$ cat config.mk
export PLATFORM = sky130hd
export DESIGN_NAME = qdiv_seq
export DESIGN_NICKNAME = d
export VERILOG_FILES = /design/src/rtl/qformat_pkg.sv /design/src/rtl/q_signmag.sv /design/src/rtl/qdiv_seq.sv
export SDC_FILE = /design/constraint.sdc
export NUM_CORES = 1
export LEC_CHECK = 0
export CORE_AREA = 2 2 90 178
export DETAILED_ROUTE_END_ITERATION = 7
export DIE_AREA = 0 0 92 180
export PLACE_DENSITY = 0.63
export RECOVER_POWER = 25
export SLEW_MARGIN = 20
export SYNTH_ARGS = -nofsm -noshare
export SYNTH_HDL_FRONTEND = slang
export SYNTH_HIERARCHICAL = 1
export SYNTH_SLANG_ARGS = --single-unit
$ cat constraint.sdc
create_clock -name i_clk -period 8.67 [get_ports i_clk]
set_clock_uncertainty 0.1 [all_clocks]
set_input_delay 1.734 -clock i_clk [delete_from_list [all_inputs] [get_ports i_clk]]
set_output_delay 1.734 -clock i_clk [all_outputs]
set_load 0.02 [all_outputs]
$ cat src/rtl/qformat_pkg.sv
// Shared Qm.n format definitions for the arithmetic unit: default word geometry,
// divider state encoding and helpers for iteration count and saturation values.
package qformat_pkg;

    localparam int QF_Q = 8;
    localparam int QF_N = 16;

    typedef enum logic [1:0] {
        IDLE = 2'd0,
        CALC = 2'd1,
        DONE = 2'd2
    } qdiv_state_e;

    // One quotient bit per cycle over the pre-shifted numerator.
    function automatic int qf_iter(input int n, input int q);
        return n + q;
    endfunction

    // Largest representable magnitude, optionally negated; callers keep the low n bits.
    function automatic logic [63:0] sat_value(input int n, input logic neg);
        logic [63:0] pos;
        pos = (64'd1 << (n - 1)) - 64'd1;
        return neg ? (~pos + 64'd1) : pos;
    endfunction

endpackage

$ cat src/rtl/q_signmag.sv
// Conditional two's-complement negate. With negate tied to value's sign bit it
// yields the unsigned magnitude (-2^(W-1) maps to 2^(W-1)); otherwise it applies a sign.
module q_signmag #(
    parameter int W = 16
) (
    input  logic [W-1:0] value,
    input  logic         negate,
    output logic [W-1:0] result
);

    assign result = negate ? (~value + {{(W-1){1'b0}}, 1'b1}) : value;

endmodule

$ cat src/rtl/qdiv_seq.sv
// Sequential signed Qm.n divider, restoring shift-subtract, one quotient bit per clock.
// Define QDIV_ROUND_EN for round-half-away-from-zero; default build truncates toward zero.
module qdiv_seq
    import qformat_pkg::*;
#(
    parameter int Q = QF_Q,
    parameter int N = QF_N
) (
    input  logic         i_clk,
    input  logic         i_rst,
    input  logic         i_start,
    input  logic [N-1:0] i_dividend,
    input  logic [N-1:0] i_divisor,
    output logic         o_busy,
    output logic         o_done,
    output logic [N-1:0] o_quotient,
    output logic         o_ovr,
    output logic         o_dvz
);

    localparam int ITER = qf_iter(N, Q);
    localparam int CW   = $clog2(ITER);
    localparam logic [N-1:0] SAT_POS = N'(sat_value(N, 1'b0));
    localparam logic [N-1:0] SAT_NEG = N'(sat_value(N, 1'b1));

    qdiv_state_e      state;
    logic             sign_q;
    logic [N-1:0]     dvs_q;
    logic [N+Q-1:0]   num_q;
    logic [N-1:0]     rem_q;
    logic [N+Q-2:0]   quo_q;
    logic [CW-1:0]    cnt_q;

    logic [N-1:0]     dvd_mag;
    logic [N-1:0]     dvs_mag;
    logic             start_sign;

    logic [N:0]       rem_shift;
    logic [N:0]       rem_diff;
    logic             rem_ge;
    logic [N-1:0]     rem_step;
    logic [N+Q-1:0]   quo_next;
    logic [N+Q:0]     raw_ext;
    logic             ovr_calc;
    logic [N-1:0]     mag_sel;
    logic [N-1:0]     neg_res;

    q_signmag #(.W(N)) u_dvd_mag (
        .value  (i_dividend),
        .negate (i_dividend[N-1]),
        .result (dvd_mag)
    );

    q_signmag #(.W(N)) u_dvs_mag (
        .value  (i_divisor),
        .negate (i_divisor[N-1]),
        .result (dvs_mag)
    );

    q_signmag #(.W(N)) u_quo_neg (
        .value  (mag_sel),
        .negate (sign_q),
        .result (neg_res)
    );

    assign start_sign = i_dividend[N-1] ^ i_divisor[N-1];

    always_comb begin
        // NOTE: combinational logic uses blocking '=' so each line sees the value computed above it.
        rem_shift = {rem_q, num_q[N+Q-1]};
        rem_diff  = rem_shift - {1'b0, dvs_q};
        // rem_q < dvs_q always holds, so the borrow bit alone decides the trial subtract.
        rem_ge    = ~rem_diff[N];
        rem_step  = rem_ge ? rem_diff[N-1:0] : rem_shift[N-1:0];
        quo_next  = {quo_q, rem_ge};
`ifdef QDIV_ROUND_EN
        raw_ext   = {1'b0, quo_next}
                  + {{(N+Q){1'b0}}, ({rem_step, 1'b0} >= {1'b0, dvs_q})};
`else
        raw_ext   = {1'b0, quo_next};
`endif
        ovr_calc  = |raw_ext[N+Q:N-1];
        mag_sel   = {1'b0, raw_ext[N-2:0]};
    end

    always_ff @(posedge i_clk) begin
        // NOTE: datapath registers are left out of reset; they are always loaded before use.
        if (i_rst) begin
            state      <= IDLE;
            o_busy     <= 1'b0;
            o_done     <= 1'b0;
            o_quotient <= '0;
            o_ovr      <= 1'b0;
            o_dvz      <= 1'b0;
        end else begin
            o_done <= 1'b0;
            unique case (state)
                IDLE: begin
                    if (i_start) begin
                        sign_q <= start_sign;
                        dvs_q  <= dvs_mag;
                        num_q  <= {dvd_mag, {Q{1'b0}}};
                        o_busy <= 1'b1;
                        o_ovr  <= 1'b0;
                        o_dvz  <= 1'b0;
                        if (dvs_mag == '0) begin
                            state      <= DONE;
                            o_done     <= 1'b1;
                            o_dvz      <= 1'b1;
                            o_ovr      <= 1'b1;
                            o_quotient <= start_sign ? SAT_NEG : SAT_POS;
                        end else begin
                            rem_q <= '0;
                            quo_q <= '0;
                            cnt_q <= '0;
                            state <= CALC;
                        end
                    end
                end
                CALC: begin
                    num_q <= {num_q[N+Q-2:0], 1'b0};
                    rem_q <= rem_step;
                    quo_q <= quo_next[N+Q-2:0];
                    cnt_q <= cnt_q + 1'b1;
                    if (cnt_q == CW'(ITER - 1)) begin
                        state      <= DONE;
                        o_done     <= 1'b1;
                        o_quotient <= neg_res;
                        o_ovr      <= ovr_calc;
                    end
                end
                DONE: begin
                    o_busy <= 1'b0;
                    state  <= IDLE;
                end
                default: state <= IDLE;
            endcase
        end
    end

endmodule

; ---- After elaboration in Yosys (flattened, before gate mapping)
; Cells that the tools add are included.
[op_classes]
n_reduce_logical = 13
n_eq_ne = 7
add_sub_neg = 5
muxes = 33
bitwise_logic = 6
[ops]
columns = op, n
row1 = 16-bit two-way mux, 10
row2 = 16-bit case mux with 2 select lines, 2
row3 = "16-bit by 1-bit adder with 16-bit output, second input constant", 3
row4 = 24-bit case mux with 2 select lines, 1
row5 = 23-bit two-way mux, 2
row6 = 23-bit case mux with 2 select lines, 1
row7 = 16-bit inverter, 2
row8 = 24-bit two-way mux, 1
row9 = 17-bit by 16-bit subtractor with 17-bit output, 1
row10 = 16-bit zero test, 1
row11 = 15-bit inverter with 16-bit output, 1
row12 = 5-bit two-way mux, 2
row13 = 5-bit case mux with 2 select lines, 1
row14 = 3-bit AND reduction, 3
row15 = 9-bit OR reduction, 1
row16 = "2-bit inequality test, second input constant", 4
row17 = 4-bit AND reduction, 2
row18 = 1-bit two-way mux, 6
row19 = 2-bit two-way mux, 3
row20 = 1-bit case mux with 2 select lines, 3
row21 = 2-bit AND reduction, 3
row22 = "5-bit by 1-bit adder with 5-bit output, second input constant", 1
row23 = "5-bit equality test, second input constant", 1
row24 = 2-bit case mux with 2 select lines, 1
row25 = 6 further kinds, 8
[word_totals]
ff_bits = 107
output_inout_bits = 20

; ---- Depth between registers and ports, before layout
; Gate-level depths: netlist (run 1).
[logic_depth]
depth_word = 7
mapped_depth = 17
depth_no_buf = 17

; ---- Modules after synthesis
; The synthesis (run 1) kept the hierarchy.
[by_module_without_submodules]
columns = mod, cells_per_inst, area_each_um2, seq_area_each_um2, instances
row1 = qdiv_seq, 477, 4964.8, 2752.6, 1
row2 = q_signmag, 47, 332.8, 0.0, 3

; ---- Worst setup path before layout (run 1)
; Ideal clock, no wire load.
[synth_timing]
path_type = input -> register
start = input i_divisor[4]
end = register cnt_q[0] (enable)
setup_ns = 0.513
path_slack_ns = 1.311
arrival_ns = 6.746
required_ns = 8.057
cell_stages = 8
path_cell_list = or4_1 -> or3_4 -> o41ai_2 -> xnor2_1 -> nor4_1 -> and4_1 -> clkbuf_1 -> a21boi_0
[synth_between]
elab_chain_cells = 6
[synth_rtl]
columns = item, line
row1 = from (decl), qdiv_seq.sv:13  ; input logic [N-1:0] i_divisor,
row2 = 16-bit inverter, q_signmag.sv:11  ; assign result = negate ? (~value + {{(W-1){1'b0}}, 1'b1}) : value;
row3 = 16-bit by 1-bit adder with 16-bit output, q_signmag.sv:11
row4 = 16-bit two-way mux, q_signmag.sv:11
row5 = net dvs_mag[15], qdiv_seq.sv:35  ; logic [N-1:0] dvs_mag;
row6 = 16-bit zero test, qdiv_seq.sv:106  ; if (dvs_mag == '0) begin
row7 = 2-bit inequality test (no line), -
row8 = 4-bit AND reduction (no line), -
row9 = to (signal assigned), qdiv_seq.sv:124  ; cnt_q <= cnt_q + 1'b1;
row10 = to (decl), qdiv_seq.sv:32  ; logic [CW-1:0] cnt_q;
; The timed path passes the listed nets, and every way through them passes these cells.
; A chain may end at the register's enable or synchronous reset.

; ---- Final worst setup path (run 1)
[layout_timing]
start = input i_divisor[4]
end = register o_quotient[8]
[layout_between]
elab_chain_cells = 6
[layout_rtl]
columns = item, line
row1 = 16-bit inverter, q_signmag.sv:11
row2 = 16-bit by 1-bit adder with 16-bit output, q_signmag.sv:11
row3 = 16-bit two-way mux, q_signmag.sv:11
row4 = net dvs_mag[10], qdiv_seq.sv:35
row5 = 16-bit zero test, qdiv_seq.sv:106
row6 = 2-bit inequality test (no line), -
row7 = 4-bit AND reduction (no line), -
row8 = to (signal assigned), qdiv_seq.sv:111  ; o_quotient <= start_sign ? SAT_NEG : SAT_POS;
row9 = to (signal assigned), qdiv_seq.sv:128  ; o_quotient <= neg_res;
row10 = to (decl), qdiv_seq.sv:16  ; output logic [N-1:0] o_quotient,
; The timed path passes the listed nets, and every way through them passes these cells.

==> impl_results.rst, run 1 <==
.. list-table::
   :header-rows: 1

   * - Metric
     - Value
   * - Root Buffer
     - sky130_fd_sc_hd__clkbuf_16
   * - Antenna Diode Count
     - 0
   * - Clock slew seen by the registers of the worst setup and hold paths
     - 70 ps
   * - Run status
     - finished, violations left
   * - Proportion of layout cells with a drive suffix above 1
     - 7.09%
   * - Minimum setup slack among reg-to-reg paths
     - 4400 ps
   * - Proportion of register bits with asynchronous set or reset after synthesis
     - 0%
   * - DIE AREA
     - 0.0166 mm2
   * - Drt initial violations
     - 212
   * - Count of buffers from port buffering
     - 54
   * - DRC violations left
     - 0
   * - # fillers
     - 1472
   * - Max-cap violation count
     - 1
   * - Buf/Inv on CP
     - 1
   * - Setup repair after global routing missed its margin
     - false
   * - Fraction of power spent switching nets
     - 27.5%
   * - Tightest Pin Transition
     - 2260 ps
   * - Global-route congestion overflow total
     - 0
   * - WL final
     - 13600 um
   * - Switching power summed over all nets
     - 0.333 mW
   * - Capturing point of the worst reg2reg path
     - o_quotient[15]
   * - Cell leakage power
     - 2.54 nW
   * - Clock share of power
     - 32.3%
   * - Upper clock frequency limit
     - 188 MHz
   * - Logic pwr share
     - 20.5%
   * - WL/cell
     - 15.8 um
   * - Final TNS setup
     - 0 ps
   * - Worst hold endpoint
     - o_dvz
   * - Sort of element at the end of the critical path
     - flop
   * - Worst supply voltage drop on vdd
     - 95.6 uV
   * - Netlist area before placement
     - 0.00596 mm2
   * - Setup Viol. Count Final
     - 0
   * - Starting Density
     - 39.2%
   * - Worst path slowest cell
     - sky130_fd_sc_hd__o31a_1
   * - WP data arrival
     - 5450 ps
   * - Worst Path Class, Setup
     - input port to flop
   * - Dominant synthesized flop cell
     - sky130_fd_sc_hd__edfxtp_1
   * - Per-cell via count in the routed design
     - 5.41
   * - Number of CTS-inserted buffers
     - 9
   * - Via count of the first global-routing pass
     - 4920
   * - Cell variety after synth
     - 65
   * - Clock tree from TritonCTS
     - yes
   * - Commonest non-fill, non-tap cell in the layout
     - sky130_fd_sc_hd__nand2_1
   * - Layout overhead on the synthesized area
     - 16.3%
   * - Worst skew pair latency
     - 340 ps
   * - Max-slew violation total from the final report
     - 57
   * - Total power density per cell area
     - 174 mW/mm2
   * - Critical path peak fanout
     - 17
   * - Net Count, Synth
     - 674
   * - Cell class contributing the biggest share of worst-path delay
     - simple AND/OR/NAND/NOR gates
   * - Number of detailed-route iterations in the first pass
     - 4
   * - Cell chain of the critical path
     - clkdlybuf4s50_1 > or4_1 > o21ai_0 > nand2_1 > xor2_1 > nor4_1 > and4_1 > o31a_1 > nor2_1 > a211oi_1
   * - Detailed Place HPWL
     - 10400 um
   * - Startpoint type of the worst setup path
     - input port
   * - Number of sinks driven by the clock tree
     - 99
   * - I/O Pins
     - 55
   * - Hold Path Cell Cnt
     - 2
   * - Beginning of the worst hold path
     - o_dvz
   * - Required time of the critical path
     - 8810 ps
   * - Antenna violations before repair
     - 0
   * - Post-DP Area
     - 0.00665 mm2
   * - Count of flip-flops with a built-in enable after synthesis
     - 77
   * - Total of flip-flops plus latches after synthesis
     - 99
   * - Clock buffer depth
     - 2
   * - Number of nets with antenna violations after detailed routing
     - 0
   * - Synthesis warning total
     - 6
   * - Cell depth of the worst flop-to-flop path
     - 17
   * - Area of the multi-input gates
     - 0.00295 mm2
   * - Hold buffer count at CTS
     - 0
   * - Mean instance size in the synthesized netlist
     - 9.65 um2
   * - Die height
     - 180 um
   * - Core region area
     - 0.0152 mm2
   * - Relative slew margins
     - -50.9%
   * - Post-Syn Instances
     - 618
   * - Launch point of the worst reg-to-reg path
     - num_q[23]
   * - Fraction of the cycle the final worst path needs
     - 61.3%
   * - Area taken by flip-flops and latches
     - 0.00275 mm2
   * - Global placer's final weighted congestion
     - 0.877
   * - First-pass GRT wire length
     - 23400 um
   * - Share of the yosys chip area belonging to registers
     - 46.2%
   * - Post-CTS setup buffers
     - 0
   * - Post-route minimum period
     - 5320 ps
   * - Internal power
     - 0.877 mW
   * - Number of standard-cell rows in the floorplan
     - 64
   * - Worst hold-check path type
     - flop to flop
   * - Overall fraction of global-route tracks in use
     - 17.5%
   * - Net count reported at finish
     - 714
   * - Die X
     - 92 um
   * - Final number of hold-violating endpoints
     - 0
   * - Sequential Power Share
     - 47.2%
   * - Violations in the final reports
     - capacitance limit, slew limit
   * - Area of all placed cells without fillers
     - 0.00694 mm2
   * - H-tree depth reported by CTS
     - 3
   * - Delay of the slowest cell on the worst path
     - 610 ps
   * - Post_cts resized
     - 0
   * - Total via count after detailed routing
     - 4658
   * - Highest-count cells in the layout ignoring fill and taps
     - sky130_fd_sc_hd__nand2_1 (100), sky130_fd_sc_hd__edfxtp_1 (77), sky130_fd_sc_hd__clkdlybuf4s50_1 (39)
   * - Largest net degree at the start of global routing
     - 57
[stage by stage]
step	power, mW	util (%)	hold slack (ps)	worst slack (ps)	std cells
2_1_floorplan	0.755	-	384	1310	618
3_3_place_gp	0.824	43.7	347	3210	845
3_5_place_dp	0.830	43.7	361	3030	845
4_1_cts	1.22	45.6	381	3370	861
5_1_grt	1.28	45.6	392	3160	861
6_report	1.21	45.6	380	3350	861
[final cells by class]
cell class | count | share of cell area [%]
clock buffers | 9 | 3.25
clock inverters | 7 | 0.992
inverters | 30 | 1.62
multi-input cells | 458 | 42.5
flip-flops and latches | 99 | 39.7
well taps | 198 | 3.57
repair buffers | 60 | 8.39
[synth_stat cells, types with 7 or more instances]
library cell / count / share of area [%]
sky130_fd_sc_hd__xnor2_1: 30 / 4.4
sky130_fd_sc_hd__ha_1: 20 / 4.2
sky130_fd_sc_hd__and2_1: 24 / 2.5
sky130_fd_sc_hd__nor2_1: 37 / 2.3
sky130_fd_sc_hd__a21oi_1: 31 / 2.6
sky130_fd_sc_hd__edfxtp_1: 77 / 39
sky130_fd_sc_hd__nand2_1: 100 / 6.3
sky130_fd_sc_hd__clkbuf_1: 16 / 1.0
sky130_fd_sc_hd__o21ai_0: 34 / 2.9
sky130_fd_sc_hd__o31ai_1: 17 / 2.1
sky130_fd_sc_hd__xor2_1: 19 / 2.8
sky130_fd_sc_hd__or4_1: 12 / 1.5
sky130_fd_sc_hd__dfxtp_1: 22 / 7.4
sky130_fd_sc_hd__nand3_1: 12 / 1.0
sky130_fd_sc_hd__or3_1: 7 / 0.73
sky130_fd_sc_hd__a211oi_1: 21 / 2.6
sky130_fd_sc_hd__inv_1: 30 / 1.9
[worst max-delay path by stage]
stage                     slack [ps]  depth (start not counted)        endpoint          from
after global placement          3210                         10  o_quotient[15]  i_divisor[4]
after floorplan                 1310                          8        cnt_q[0]  i_divisor[4]
after CTS                       3370                         10   o_quotient[8]  i_divisor[4]
after detailed placement        3030                         10   o_quotient[2]  i_divisor[4]
after global routing            3160                         10   o_quotient[8]  i_divisor[4]
final                           3350                         10   o_quotient[8]  i_divisor[4]
[state kept, by name, indices dropped and copies added, names as in the netlist, 2 cells and up]
| name | count |
|---|---|
| rem_q | 16 |
| o_quotient | 16 |
| quo_q | 23 |
| cnt_q | 5 |
| state | 2 |
| num_q | 16 |
| dvs_q | 16 |
[kinds of logic after synthesis]
kind of cell | share of synthesized area [%]
multiplexers | 0.504
AO/OA/AOI/OAI | 16.8
adder cells (fa/ha/maj) | 4.53
buffers and inverters | 4.70
AND/OR/NAND/NOR | 20.0
flip-flops | 46.2
XOR/XNOR | 7.20
other | 0.0629
[worst reg2reg max path, stage by stage, from the launching register on]
cell,delay [ps]
sky130_fd_sc_hd__edfxtp_1,370
sky130_fd_sc_hd__inv_1,50
sky130_fd_sc_hd__ha_1,200
sky130_fd_sc_hd__fa_1,390
sky130_fd_sc_hd__nand2b_1,200
sky130_fd_sc_hd__a21o_1,260
sky130_fd_sc_hd__a211o_2,380
sky130_fd_sc_hd__o21a_1,360
sky130_fd_sc_hd__nand2_1,240
sky130_fd_sc_hd__inv_1,100
sky130_fd_sc_hd__or2_2,320
sky130_fd_sc_hd__or3_4,380
sky130_fd_sc_hd__o41ai_2,370
sky130_fd_sc_hd__xnor2_1,100
sky130_fd_sc_hd__nand2_1,60
sky130_fd_sc_hd__nand2_1,70
sky130_fd_sc_hd__mux2i_1,130
sky130_fd_sc_hd__nor2_1,60
[power groups by stage]
stage | combinational, mW | clock [mW] | sequential, mW
floorplan | 0.172 | 0 | 0.582
global placement | 0.244 | 0 | 0.580
detailed placement | 0.248 | 0 | 0.582
CTS | 0.250 | 0.404 | 0.571
global route | 0.279 | 0.423 | 0.575
finish | 0.248 | 0.391 | 0.571
[routing by layer]
layer | global-route usage [%] | routed length, um | vias up | part of all wire [%]
met5 | 0 | 0 | - | 0
met4 | 9.49 | 472 | 0 | 3.5
met3 | 2.18 | 313 | 29 | 2.3
met2 | 33.4 | 7730 | 78 | 57
met1 | 17.9 | 5130 | 2228 | 38
li1 | - | - | 2323 | -
Note: power is estimated with default switching activity, not from simulation.
==> run 2: changes to the inputs <==
==> constraint.sdc (replaced) <==
create_clock -name i_clk -period 5.3 [get_ports i_clk]
set_clock_uncertainty 0.1 [all_clocks]
set_input_delay 1.06 -clock i_clk [delete_from_list [all_inputs] [get_ports i_clk]]
set_output_delay 1.06 -clock i_clk [all_outputs]
set_load 0.02 [all_outputs]
==> impl_results.rst, run 2 (synthesis gave the netlist of run 1 again) <==
.. list-table::
   :header-rows: 1

   * - Metric
     - Value
   * - Core region area
     - 0.0152 mm2
   * - Max-slew violation total from the final report
     - 0
   * - Hold buffer count at CTS
     - 0
   * - Tightest Pin Transition
     - 1480 ps
   * - DRC violations left
     - 0
   * - Drt initial violations
     - 218
   * - Number of CTS-inserted buffers
     - 9
   * - Post_cts resized
     - 0
   * - Per-cell via count in the routed design
     - 5.44
   * - Root Buffer
     - sky130_fd_sc_hd__clkbuf_16
   * - Count of buffers from port buffering
     - 54
   * - Worst Path Class, Setup
     - flop to flop
   * - Setup repair after global routing missed its margin
     - false
   * - Antenna violations before repair
     - 0
   * - Post-Place Setup Slack
     - 743 ps
   * - Sort of element at the end of the critical path
     - flop
   * - Clock buffer depth
     - 2
   * - WL final
     - 13600 um
   * - Net count reported at finish
     - 716
   * - Number of detailed-route iterations in the first pass
     - 4
   * - Global placer's final weighted congestion
     - 0.868
   * - Post-route minimum period
     - 4320 ps
   * - WP data arrival
     - 4410 ps
   * - Number of standard-cell rows in the floorplan
     - 64
   * - Number of sinks driven by the clock tree
     - 99
   * - Via count of the first global-routing pass
     - 4874
   * - Largest net degree at the start of global routing
     - 33
   * - Largest register by flop count
     - quo_q
   * - Critical path peak fanout
     - 11
   * - Final worst setup slack
     - 984 ps
   * - Required time of the critical path
     - 5390 ps
   * - Setup Viol. Count Final
     - 0
   * - Antenna Diode Count
     - 0
   * - DIE AREA
     - 0.0166 mm2
   * - Commonest non-fill, non-tap cell in the layout
     - sky130_fd_sc_hd__nand2_1
   * - Die height
     - 180 um
   * - Violations in the final reports
     - capacitance limit
   * - I/O Pins
     - 55
   * - Upper clock frequency limit
     - 232 MHz
   * - Run status
     - finished, violations left
   * - Clock slew seen by the registers of the worst setup and hold paths
     - 70 ps
   * - Total power density per cell area
     - 282 mW/mm2
   * - First-pass GRT wire length
     - 22800 um
   * - Clock tree from TritonCTS
     - yes
   * - Proportion of layout cells with a drive suffix above 1
     - 7.22%
   * - Die X
     - 92 um
   * - Detailed Place HPWL
     - 10500 um
   * - Startpoint type of the worst setup path
     - flop
   * - Highest-count cells in the layout ignoring fill and taps
     - sky130_fd_sc_hd__nand2_1 (100), sky130_fd_sc_hd__edfxtp_1 (77), sky130_fd_sc_hd__clkdlybuf4s50_1 (39)
   * - Starting Density
     - 39.2%
   * - Post-CTS setup buffers
     - 0
   * - Number of nets with antenna violations after detailed routing
     - 0
   * - Global-route congestion overflow total
     - 0
   * - Final number of hold-violating endpoints
     - 0
   * - Largest register FFs
     - 23
   * - Overall fraction of global-route tracks in use
     - 17.0%
   * - Worst supply voltage drop on vdd
     - 164 uV
   * - Worst skew pair latency
     - 340 ps
   * - Cell leakage power
     - 2.55 nW
   * - Worst hold-check path type
     - flop to flop
   * - H-tree depth reported by CTS
     - 3
   * - Relative slew margins
     - 1.25%
   * - Total via count after detailed routing
     - 4691
   * - WL/cell
     - 15.7 um
   * - Layout overhead on the synthesized area
     - 16.4%
   * - Max-cap violation count
     - 1
   * - Fraction of the cycle the final worst path needs
     - 81.4%
   * - Worst slack on hold paths
     - 396 ps
   * - # fillers
     - 1483
run 2: cell types whose count changed in the layout (fill, tap and decap cells not counted), sizes merged:
cell	change
buf	+2
inv	+1
clkinvlp	-1
clkinv	-2
bufinv	-1
clkbuf	+3
run 2: metal layers:
metal	global-route usage [%]	vias up	part of all wire (%)	wire length (um)
li1	-	2320	-	-
met1	16.7	2244	37	5070
met2	33.0	92	56	7600
met3	2.26	35	2.3	319
met4	9.19	0	4.3	585
met5	0	-	0	0
run 2: worst max-delay path: stages, from the launching register on:
cell                       delay, ps
sky130_fd_sc_hd__edfxtp_1        370
sky130_fd_sc_hd__ha_1            240
sky130_fd_sc_hd__fa_1            390
sky130_fd_sc_hd__nand2b_1        210
sky130_fd_sc_hd__a21o_1          260
sky130_fd_sc_hd__a211o_2         370
sky130_fd_sc_hd__o21a_1          370
sky130_fd_sc_hd__nand2_1         240
sky130_fd_sc_hd__inv_1           100
sky130_fd_sc_hd__or2_2           330
sky130_fd_sc_hd__or3_4           380
sky130_fd_sc_hd__o41ai_2         390
sky130_fd_sc_hd__xnor2_1         110
sky130_fd_sc_hd__nand2_1          60
sky130_fd_sc_hd__nand2_1          60
sky130_fd_sc_hd__mux2i_1         130
sky130_fd_sc_hd__nor2_1           50
run 2: path summary, 6_finish.rpt:
check                                      end  slack (ps)  depth (start not counted)     start
worst min-delay path                     o_ovr         400                          2     o_ovr
worst max-delay path            o_quotient[15]         980                         16  dvs_q[0]
worst min register to register           o_ovr         400                          2     o_ovr
worst max register to register  o_quotient[15]         980                         16  dvs_q[0]
run 2: power by group:
part	internal [mW]	leakage, nW	switching, mW
sequential	0.903	0.923	0.0309
clock	0.347	0.142	0.271
combinational	0.169	1.49	0.239
run 2: cell type report:
| class | count | area [um2] | area share, % |
|---|---|---|---|
| clock buffer | 12 | 258 | 3.71 |
| clock inverter | 4 | 25.0 | 0.360 |
| inverter | 30 | 113 | 1.62 |
| multi-input combinational | 458 | 2950 | 42.5 |
| sequential | 99 | 2750 | 39.6 |
| tap | 198 | 248 | 3.57 |
| timing repair buffer | 62 | 597 | 8.60 |
run 2: stage by stage:
step | TNS [ps] | total power [mW] | util, % | area, um2 | std cells
4_1_cts | 0 | 1.98 | 45.7 | 6950 | 863
3_5_place_dp | 0 | 1.36 | 43.8 | 6670 | 847
3_3_place_gp | 0 | 1.35 | 43.8 | 6670 | 847
2_1_floorplan | -57560 | 1.23 | - | 5970 | 618
5_1_grt | 0 | 2.06 | 45.6 | 6940 | 863
6_report | 0 | 1.96 | 45.6 | 6940 | 863
